==> config.mk <==
export PLATFORM = sky130hd
export DESIGN_NAME = home_cell_read_controller
export DESIGN_NICKNAME = d
export VERILOG_FILES = /design/src/rtl/md_pkg.sv /design/src/rtl/ref_index_bank.sv /design/src/rtl/home_cell_read_controller.sv
export SDC_FILE = /design/constraint.sdc
export NUM_CORES = 1
export LEC_CHECK = 0
export ABC_AREA = 1
export BUFFER_PORTS_ARGS = -buffer_cell sky130_fd_sc_hd__buf_2
export CAP_MARGIN = 20
export CORE_AREA = 3 3 233 235
export DETAILED_ROUTE_END_ITERATION = 8
export DIE_AREA = 0 0 236 238
export SETUP_SLACK_MARGIN = 0.15
export SYNTH_ARGS = -nofsm -noshare
export SYNTH_HDL_FRONTEND = slang
export SYNTH_SLANG_ARGS = --single-unit
==> constraint.sdc <==
create_clock -name clk -period 9.75 [get_ports clk]
set_input_delay 0.4875 -clock clk [delete_from_list [all_inputs] [get_ports clk]]
set_output_delay 0.4875 -clock clk [all_outputs]
set_load 0.005 [all_outputs]
==> src/rtl/md_pkg.sv <==
// Shared MD-core definitions used by the home-cell read controller.
package md_pkg;

  localparam int unsigned DEFAULT_NUM_FILTER         = 7;
  localparam int unsigned DEFAULT_NUM_NEIGHBOR_CELLS = 13;
  localparam int unsigned DEFAULT_PARTICLE_ID_WIDTH  = 7;

  // Home cell plus its neighbours.
  localparam int unsigned NUM_CELLS = DEFAULT_NUM_NEIGHBOR_CELLS + 1;

  // Counts carry one extra bit so a full cell (2**PARTICLE_ID_WIDTH) is representable.
  typedef logic [DEFAULT_PARTICLE_ID_WIDTH:0] count_t;

  typedef enum logic [2:0] {
    StIdle   = 3'd0,
    StLoad0  = 3'd1,
    StSweep0 = 3'd2,
    StLoad1  = 3'd3,
    StSweep1 = 3'd4,
    StFinish = 3'd5
  } rdctl_state_t;

endpackage

==> src/rtl/ref_index_bank.sv <==
// Per-cell reference index counters, per-phase increment and exhaustion tracking.
module ref_index_bank
  import md_pkg::*;
#(
  parameter int unsigned NUM_FILTER        = 7,
  parameter int unsigned CELLS             = NUM_CELLS,
  parameter int unsigned PARTICLE_ID_WIDTH = 7
) (
  input  logic                                    clk,
  input  logic                                    rst,
  input  logic                                    clear,
  input  logic [CELLS*(PARTICLE_ID_WIDTH+1)-1:0]  count_in,
  input  logic                                    load,
  input  logic                                    inc,
  input  logic                                    phase,
  output logic [PARTICLE_ID_WIDTH:0]              home_count,
  output logic [PARTICLE_ID_WIDTH:0]              ref0,
  output logic [NUM_FILTER*PARTICLE_ID_WIDTH-1:0] ref_addr,
  output logic                                    phase_all_done,
  output logic [CELLS-1:0]                        broadcast_done
);

  localparam int unsigned CW = PARTICLE_ID_WIDTH + 1;
  localparam int unsigned PW = PARTICLE_ID_WIDTH;

  logic [CW-1:0]    cnt_q [CELLS];
  logic [CW-1:0]    r_q   [CELLS];
  logic [CELLS-1:0] bd_q;
  logic [CELLS-1:0] done_now;
  logic [CELLS-1:0] in_phase;

  // Exhaustion compare and phase membership of every cell.
  always_comb begin
    done_now = '0;
    in_phase = '0;
    for (int i = 0; i < CELLS; i++) begin
      done_now[i] = (r_q[i] >= cnt_q[i]);
      in_phase[i] = ((i / NUM_FILTER) == 32'(phase));
    end
  end

  // Cells outside the current phase never block the skip decision.
  assign phase_all_done = &(done_now | ~in_phase);

  assign home_count     = cnt_q[0];
  assign ref0           = r_q[0];
  assign broadcast_done = bd_q;

  for (genvar k = 0; k < NUM_FILTER; k++) begin : g_lane
    if (NUM_FILTER + k < CELLS) begin : g_both
      assign ref_addr[k*PW +: PW] = phase ? r_q[NUM_FILTER+k][PW-1:0] : r_q[k][PW-1:0];
    end else begin : g_low
      assign ref_addr[k*PW +: PW] = phase ? '0 : r_q[k][PW-1:0];
    end
  end

  // Count latch, reference counters and sticky done flags.
  always_ff @(posedge clk or posedge rst) begin
    if (rst) begin
      for (int i = 0; i < CELLS; i++) begin
        cnt_q[i] <= '0;
        r_q[i]   <= '0;
      end
      bd_q <= '0;
    end else if (clear) begin
      for (int i = 0; i < CELLS; i++) begin
        cnt_q[i] <= count_in[i*CW +: CW];
        r_q[i]   <= '0;
      end
      bd_q <= '0;
    end else begin
      if (load) begin
        bd_q <= bd_q | done_now;
      end
      if (inc) begin
        for (int i = 0; i < CELLS; i++) begin
          if (in_phase[i] && !done_now[i]) begin
            r_q[i] <= r_q[i] + 1'b1;
          end
        end
      end
    end
  end

endmodule

==> src/rtl/home_cell_read_controller.sv <==
// Sequences home-cell reads against per-lane reference particles and
// generates the data-aligned sideband for the position data distributor.
module home_cell_read_controller
  import md_pkg::*;
#(
  parameter int unsigned NUM_FILTER         = 7,
  parameter int unsigned NUM_NEIGHBOR_CELLS = 13,
  parameter int unsigned PARTICLE_ID_WIDTH  = 7
) (
  input  logic                                                  clk,
  input  logic                                                  rst,
  input  logic                                                  start,
  input  logic [(NUM_NEIGHBOR_CELLS+1)*(PARTICLE_ID_WIDTH+1)-1:0] cell_particle_count,
  input  logic                                                  back_pressure,
  output logic                                                  home_rd_en,
  output logic [PARTICLE_ID_WIDTH-1:0]                          home_rd_addr,
  output logic                                                  ref_load,
  output logic [NUM_FILTER*PARTICLE_ID_WIDTH-1:0]               ref_rd_addr,
  output logic                                                  phase,
  output logic                                                  pause_reading,
  output logic [NUM_NEIGHBOR_CELLS:0]                           broadcast_done,
  output logic                                                  ref_particle_read,
  output logic                                                  busy,
  output logic                                                  done
);

  localparam int unsigned CELLS = NUM_NEIGHBOR_CELLS + 1;
  localparam int unsigned CW    = PARTICLE_ID_WIDTH + 1;

  rdctl_state_t  state_q, state_d;
  logic [CW-1:0] h_q, h_d;
  logic [CW-1:0] home_count;
  logic [CW-1:0] ref0;
  logic          cur_phase;
  logic          issue;
  logic          last_issue;
  logic          start_accept;
  logic          load;
  logic          inc;
  logic          phase_all_done;
  logic          pause_q;
  logic          phase_q;
  logic          rpr_q;
  logic          done_q;

  assign cur_phase  = (state_q == StLoad1) || (state_q == StSweep1);
  assign issue      = ((state_q == StSweep0) || (state_q == StSweep1)) && !back_pressure;
  // Full-width compare so a count of 2**PARTICLE_ID_WIDTH terminates correctly.
  assign last_issue = issue && ((h_q + CW'(1)) == home_count);

  ref_index_bank #(
    .NUM_FILTER        (NUM_FILTER),
    .CELLS             (CELLS),
    .PARTICLE_ID_WIDTH (PARTICLE_ID_WIDTH)
  ) u_bank (
    .clk            (clk),
    .rst            (rst),
    .clear          (start_accept),
    .count_in       (cell_particle_count),
    .load           (load),
    .inc            (inc),
    .phase          (cur_phase),
    .home_count     (home_count),
    .ref0           (ref0),
    .ref_addr       (ref_rd_addr),
    .phase_all_done (phase_all_done),
    .broadcast_done (broadcast_done)
  );

  // Next-state, home index and bank control.
  always_comb begin
    state_d      = state_q;
    h_d          = h_q;
    start_accept = 1'b0;
    load         = 1'b0;
    inc          = 1'b0;
    unique case (state_q)
      StIdle: begin
        if (start) begin
          start_accept = 1'b1;
          state_d      = (cell_particle_count[CW-1:0] == '0) ? StFinish : StLoad0;
        end
      end
      StLoad0: begin
        load    = 1'b1;
        h_d     = '0;
        state_d = phase_all_done ? StLoad1 : StSweep0;
      end
      StSweep0: begin
        if (issue) begin
          h_d = h_q + 1'b1;
        end
        if (last_issue) begin
          inc     = 1'b1;
          state_d = StLoad0;
        end
      end
      StLoad1: begin
        load    = 1'b1;
        h_d     = '0;
        state_d = phase_all_done ? StFinish : StSweep1;
      end
      StSweep1: begin
        if (issue) begin
          h_d = h_q + 1'b1;
        end
        if (last_issue) begin
          inc     = 1'b1;
          state_d = StLoad1;
        end
      end
      StFinish: begin
        state_d = StIdle;
      end
      default: begin
        state_d = StIdle;
      end
    endcase
  end

  // FSM state and home index registers.
  always_ff @(posedge clk or posedge rst) begin
    if (rst) begin
      state_q <= StIdle;
      h_q     <= '0;
    end else begin
      state_q <= state_d;
      h_q     <= h_d;
    end
  end

  // Sideband delayed one cycle to line up with home RAM read data.
  always_ff @(posedge clk or posedge rst) begin
    if (rst) begin
      pause_q <= 1'b1;
      phase_q <= 1'b0;
      rpr_q   <= 1'b0;
      done_q  <= 1'b0;
    end else begin
      pause_q <= ~issue;
      phase_q <= cur_phase;
      rpr_q   <= issue && !cur_phase && (h_q > ref0);
      done_q  <= (state_q == StFinish);
    end
  end

  assign home_rd_en        = issue;
  assign home_rd_addr      = issue ? h_q[PARTICLE_ID_WIDTH-1:0] : '0;
  assign ref_load          = load;
  assign busy              = (state_q != StIdle);
  assign phase             = phase_q;
  assign pause_reading     = pause_q;
  assign ref_particle_read = rpr_q;
  assign done              = done_q;

endmodule

==> results.cfg, run 1 <==
[power_and_ir_drop]
p_per_area_nw_per_um2 = 226
p_total_w = 0.00416
leakage_nw = 10.0
ir_drop_mv = 0.139

[critical_path]
critical_path_class = reg2reg
r2r_cells = 10
reg2reg_slack_ns = 6.32
critPathMaxFanout = 16
cp.required_ns = 10.25
end_kind = register
rr_endpoint = u_bank.r_q[15]$_DFFE_PP0P_
reg2reg_from = h_q[2]$_DFFE_PP0P_
start_kind = register
worstPathArrival_ns = 3.94

[global_route]
grt_max_degree = 235
grt_antenna_before_repair = 0
grt_pass1_wl_mm = 75.8
grt-ovfl-total = 0
first_global_vias = 14000
track_usage_pct = 16.7

[cts]
clockBufferDepth = 3
cts_num_sinks = 253
insertion_delay_ns = 0.57
cts_setup_buffers = 0
cts_tree = done
clk_pin_slew_ns = 0.06
cts_inserted_buffers = 30
cts_root_buf = clkbuf_16
htree_levels = 1
ctsResizeCount = 0
cts_hold_buf = 0

[flow_run]
drv_cap = 0

[floorplan]
core_um2 = 52400
die_w_um = 236
die_y_um = 238
start_util_pct = 30.0
io_pins = 193
die-area_um2 = 56200
rows = 84

[drt]
routed_via_density = 4.85
dr.pass1.iters = 5
drt-total-wl_mm = 47.6
wire_per_inst_um = 16.4
drc_errors = 0
drt-initial-drc-count = 979
drtAntennaViolNets = 0
dr_total_vias = 14000

[yosys]
synthCells = 2016
post_synth_num_cell_types = 32
yosys.area.top_type = dfrtp_1
synth_top_family_by_area = simple AND/OR/NAND/NOR gates
yosysWarningCount = 0
synth.area.mux_share_pct = 0
synth_compound_area_share_pct = 7.30
avgSynthCellArea_um2 = 7.80
seq_area_frac_synth_pct = 40.3
synth.area.top_cells = dfrtp_1 (40%), nand2_1 (13%), ha_1 (11%)
synthesis.area_um2 = 15700
synthXorXnorAreaFrac_pct = 4.07
netlist.area_leader.share_pct = 40.1
syn-num-nets = 2267
synthAdderAreaFrac_pct = 10.7
synth-simple-area-share_pct = 30.1
synth_seq_cells = 253

[sta]
fin_worst_skew_ns = 0.0158
hold_viol_final = 0
fin_crit_sh_pct = 35.2
period_minus_slack_ns = 3.43
max_slew_margin_pct = 35.4
setup_violations = 0
worst_pin_slew_ns = 0.969
fin_setup_tns_ns = 0
grt_setup_unrepaired = no
fmax_mhz = 291
slew_viol_final = 0

[placement]
gp_congestion = 0.857
io_buffer_count = 192
place_hpwl_mm = 34.5

[outcome]
run_status = finished, final reports clean

[final_layout]
syn_to_final_growth_pct = 17.0
nNetsFinal = 2434
fillers = 5504
diodes = 0
fin_util_pct = 35.1
drive_gt1_share_pct = 13.0

[worst_hold_path]
hp-class = in2async
[kinds of logic after synthesis]
logic type	Yosys count
compound gates	218
buf+inv	307
xor+xnor	73
flops	253
simple gates	1030
fa+ha+maj	135
[registers in the layout (all words and copies together) (netlist names)]
register	count
u_bank.cnt_q	104
state_q	3
h_q	8
u_bank.home_count	8
ref_particle_read	1
pause_reading	1
u_bank.ref0	8
u_bank.broadcast_done	14
u_bank.r_q	104
phase	1
done	1
[cell type report]
type,instances,area [µm²],share of cell area [%]
tap,688,861,4.68
inverter,240,913,4.96
clock inverter,13,119,0.646
timing repair buffer,202,1110,6.02
sequential,253,6330,34.4
clock buffer,41,843,4.58
multi-input combinational,1456,8220,44.7
[layout by cell type (no fill, tap or decap), types with 7 or more instances in the layout]
cell       netlist  final
nand3_1        275    275
nand4_4         11     11
xnor2_1         12     12
clkbuf_1        48      7
clkbuf_16        0     31
inv_1          238    237
a21o_1          12     12
nand4_1         52     52
buf_2            5    192
nor2_2           8      8
dfrtp_1        252    252
o21ai_0        139    139
nor2_8           8      8
xor2_1          61     61
clkinv_2         0     10
nand2_1        539    538
a21oi_1         51     51
nor2_1         110    109
ha_1           135    135
nor3_1          18     18
[how the worst max path moves through the flow]
stage,start,endpoint,depth (start not counted)
floorplan,rst,done$_DFF_PP0_,1
global placement,h_q[2]$_DFFE_PP0P_,u_bank.r_q[76]$_DFFE_PP0P_,10
detailed placement,h_q[2]$_DFFE_PP0P_,u_bank.r_q[10]$_DFFE_PP0P_,10
CTS,h_q[2]$_DFFE_PP0P_,u_bank.r_q[10]$_DFFE_PP0P_,10
global route,h_q[2]$_DFFE_PP0P_,u_bank.r_q[66]$_DFFE_PP0P_,10
finish,h_q[2]$_DFFE_PP0P_,u_bank.r_q[15]$_DFFE_PP0P_,10
[metal layers]
metal  GRT usage, %  share of wire (%)  vias to the layer above
met2           29.3                 49                      335
met3           2.14                4.7                       80
met4           5.07                3.2                        0
met1           21.4                 43                     6680
li1               -                  -                     6948
met5              0                  0                        -
[worst max-delay path, cell delays in order, from the launching register on]
cell and delay, ns:
dfrtp_1 0.45, nand2_1 0.12, nor2_2 0.19, nand4_1 0.14, nand2_1 0.12, nand2_1 0.06
nand2_2 0.53, nand4_4 0.87, nor2_2 0.61, nand3_1 0.14, nand2_1 0.11
[cell usage after synthesis]
cell type / count
nand4_1: 52
nor2_8: 8
buf_2: 5
nor4_1: 4
o21ai_1: 2
a21o_1: 12
inv_1: 238
buf_1: 11
nand3_2: 1
o21bai_1: 6
or2_2: 1
o21a_1: 2
ha_1: 135
nor2_4: 1
nor2_1: 110
inv_2: 1
nand3_1: 275
clkinv_1: 1
xnor2_1: 12
o22ai_1: 6
nor3_1: 18
clkbuf_1: 48
dfstp_2: 1
xor2_1: 61
o21ai_0: 139
nand2_1: 539
nand2_2: 2
a21oi_1: 51
dfrtp_1: 252
buf_6: 3
nand4_4: 11
nor2_2: 8
[report_power, final]
group | switching (W) | internal (W)
logic | 0.00115 | 0.000460
registers | 0.000115 | 0.00132
clock network | 0.000464 | 0.000654
total | 0.00173 | 0.00243
[metrics by stage]
stage	setup WS (ns)	hold slack, ns	std cells	cell area [µm²]
finish	6.32	0.115	2893	18400
global route	5.97	0.115	2893	18400
detailed placement	6.27	0.472	2836	17400
CTS	6.27	0.0880	2890	18300
global placement	6.37	0.462	2836	17400
floorplan	2.31	0.446	2016	15700
Power figures use the tool's default switching activity.
==> run 2, diff against run 1 <==
==> constraint.sdc (replaced) <==
create_clock -name clk -period 2.8 [get_ports clk]
set_input_delay 0.14 -clock clk [delete_from_list [all_inputs] [get_ports clk]]
set_output_delay 0.14 -clock clk [all_outputs]
set_load 0.005 [all_outputs]
==> run 2 against run 1 <==
Effect of this change: hold slack worse by 0.054 ns; critical endpoint is now ref_rd_addr[46]; via count is 4.4% higher; non-clock buffer count is 138 higher; wire length is 2.6% higher; first-iteration DRC count is 5.3% lower; die area stayed put.
==> results.cfg, run 2 (synthesis gave the netlist of run 1 again) <==
[outcome]
run_status = finished, final reports clean

[power_and_ir_drop]
ir_drop_mv = 0.572
p_per_area_nw_per_um2 = 749
p_total_w = 0.0148
leakage_nw = 10.6

[critical_path]
critical_path_class = reg2out
cp_slowest_cell = o21ai_0
end_kind = output port
cp.required_ns = 2.66
crit_family = buffers and inverters
path_buf_inv = 3
critPathMaxFanout = 45
max_stage_delay_ns = 0.50
worstPathArrival_ns = 2.42
start_kind = register
crit_chain = inv_2 -> nand3_1 -> nand2_2 -> buf_16 -> o21ai_0 -> buf_2

[placement]
placed_area_um2 = 17500
io_buffer_count = 192
gp_congestion = 0.841
dp_slack_ns = 0.136
dp.cells = 2848
place_hpwl_mm = 34.8

[final_layout]
layout_commonest_cell = nand2_1
syn_to_final_growth_pct = 25.9
layoutNonFillerInstCount = 3030
diodes = 0
seqCellArea_um2 = 6330
fin_area_um2 = 19800
nNetsFinal = 2573
drive_gt1_share_pct = 13.2
final_cell_mix = nand2_1 (538), nand3_1 (275), dfrtp_1 (252), inv_1 (236), buf_2 (192)
multi_input_area_um2 = 8240
fillers = 5397

[floorplan]
die_w_um = 236
core_um2 = 52400
rows = 84
io_pins = 193
die_y_um = 238
die-area_um2 = 56200
start_util_pct = 30.0

[worst_hold_path]
hp-class = in2reg

[cts]
clockBufferDepth = 3
cts_root_buf = clkbuf_16
cts_tree = done
htree_levels = 1
insertion_delay_ns = 0.59
clk_pin_slew_ns = 0.06
cts_inserted_buffers = 31
cts_num_sinks = 253

[drt]
drt-initial-drc-count = 927
drc_errors = 0
wire_per_inst_um = 16.1
drt-total-wl_mm = 48.8
dr.pass1.iters = 5
routed_via_density = 4.84
dr_total_vias = 14700
drtAntennaViolNets = 0

[sta]
slew_viol_final = 0
fin_setup_tns_ns = 0
fin_ws_ns = 0.242
period_minus_slack_ns = 2.56
setup_violations = 0
max_slew_margin_pct = 39.8
fin_worst_skew_ns = 0.0203
fin_crit_sh_pct = 91.4
fmax_mhz = 391
hold_viol_final = 0
grt_setup_unrepaired = no
worst_pin_slew_ns = 0.903

[global_route]
grt-ovfl-total = 0
first_global_vias = 14400
grt_antenna_before_repair = 0
track_usage_pct = 17.0
grt_pass1_wl_mm = 77.4
grt_max_degree = 235

[flow_run]
drv_cap = 0
==> run 2: cell count changes in the layout (fill, tap and decap cells not counted), moves of 3 or more <==
| cell | previous run | this run |
|---|---|---|
| buf_12 | 1 | 8 |
| clkinv_2 | 10 | 3 |
| o21ai_1 | 2 | 5 |
| o21ai_0 | 139 | 136 |
| clkbuf_8 | 3 | 8 |
| dlygate4sd3_1 | 0 | 114 |
| nor2_4 | 2 | 5 |
| buf_4 | 6 | 24 |
==> run 2: through the flow <==
stage / hold slack [ns] / util (%)
3_5_place_dp: 0.280 / 33.4
2_1_floorplan: 0.257 / -
5_1_grt: 0.117 / 37.7
6_report: 0.0605 / 37.7
3_3_place_gp: 0.274 / 33.4
4_1_cts: 0.0466 / 37.5
==> run 2: final cells by class <==
class / instances / share of cell area (%)
tap: 688 / 4.35
multi-input combinational: 1456 / 41.6
sequential: 253 / 32.0
timing repair buffer: 340 / 12.6
clock buffer: 48 / 4.65
inverter: 240 / 4.61
clock inverter: 5 / 0.164
==> run 2: worst reg2reg max path: stages, from the launching register on <==
cell and delay [ns]:
dfrtp_1 0.50, nand2_1 0.13, nor2_2 0.19, nand4_1 0.16, nand2_1 0.12, nand2_1 0.06, nand2_2 0.10, buf_4 0.40
nand4_1 0.44, nand3_1 0.19, nand2_1 0.06
==> run 2: what timing repair did <==
| action | CTS | global route |
|---|---|---|
| gates cloned | 0 | 1 |
| endpoints found under the hold margin | 133 | 0 |
| endpoints found under the setup margin | 14 | 114 |
| pin swaps | 3 | 5 |
| setup buffers | 5 | 9 |
| resized for setup | 1 | 8 |
| hold buffers | 114 | 0 |
==> run 2: report_power, final <==
part | switching, W | total, W | internal [W]
Sequential | 0.000385 | 0.00497 | 0.00459
Combinational | 0.00413 | 0.00601 | 0.00188
Clock | 0.00162 | 0.00385 | 0.00223
Total | 0.00614 | 0.0148 | 0.00870
==> run 2: path summary, 6_finish.rpt <==
| path | endpoint | slack [ns] | cells past startpoint | start |
|---|---|---|---|---|
| min in group asynchronous | u_bank.cnt_q[2]$_DFFE_PP0P_ | 0.21 | 3 | rst |
| worst min-delay path | state_q[1]$_DFFE_PP0P_ | 0.06 | 5 | start |
| worst min register to register | u_bank.cnt_q[72]$_DFFE_PP0P_ | 0.48 | 2 | u_bank.cnt_q[72]$_DFFE_PP0P_ |
| worst max register to register | u_bank.r_q[22]$_DFFE_PP0P_ | 0.33 | 10 | h_q[2]$_DFFE_PP0P_ |
| worst max-delay path | ref_rd_addr[46] | 0.24 | 6 | state_q[2]$_DFFE_PP0P_ |
| max in group asynchronous | u_bank.cnt_q[59]$_DFFE_PP0P_ | 1.75 | 4 | rst |
==> run 2: routing by layer <==
layer	share of wire [%]	vias to the layer above	GRT usage (%)	wire, µm
li1	-	7221	-	-
met1	42	6971	21.3	20500
met2	50	382	30.4	24300
met3	5.4	85	2.62	2620
met4	2.8	0	4.59	1390
met5	0	-	0	0
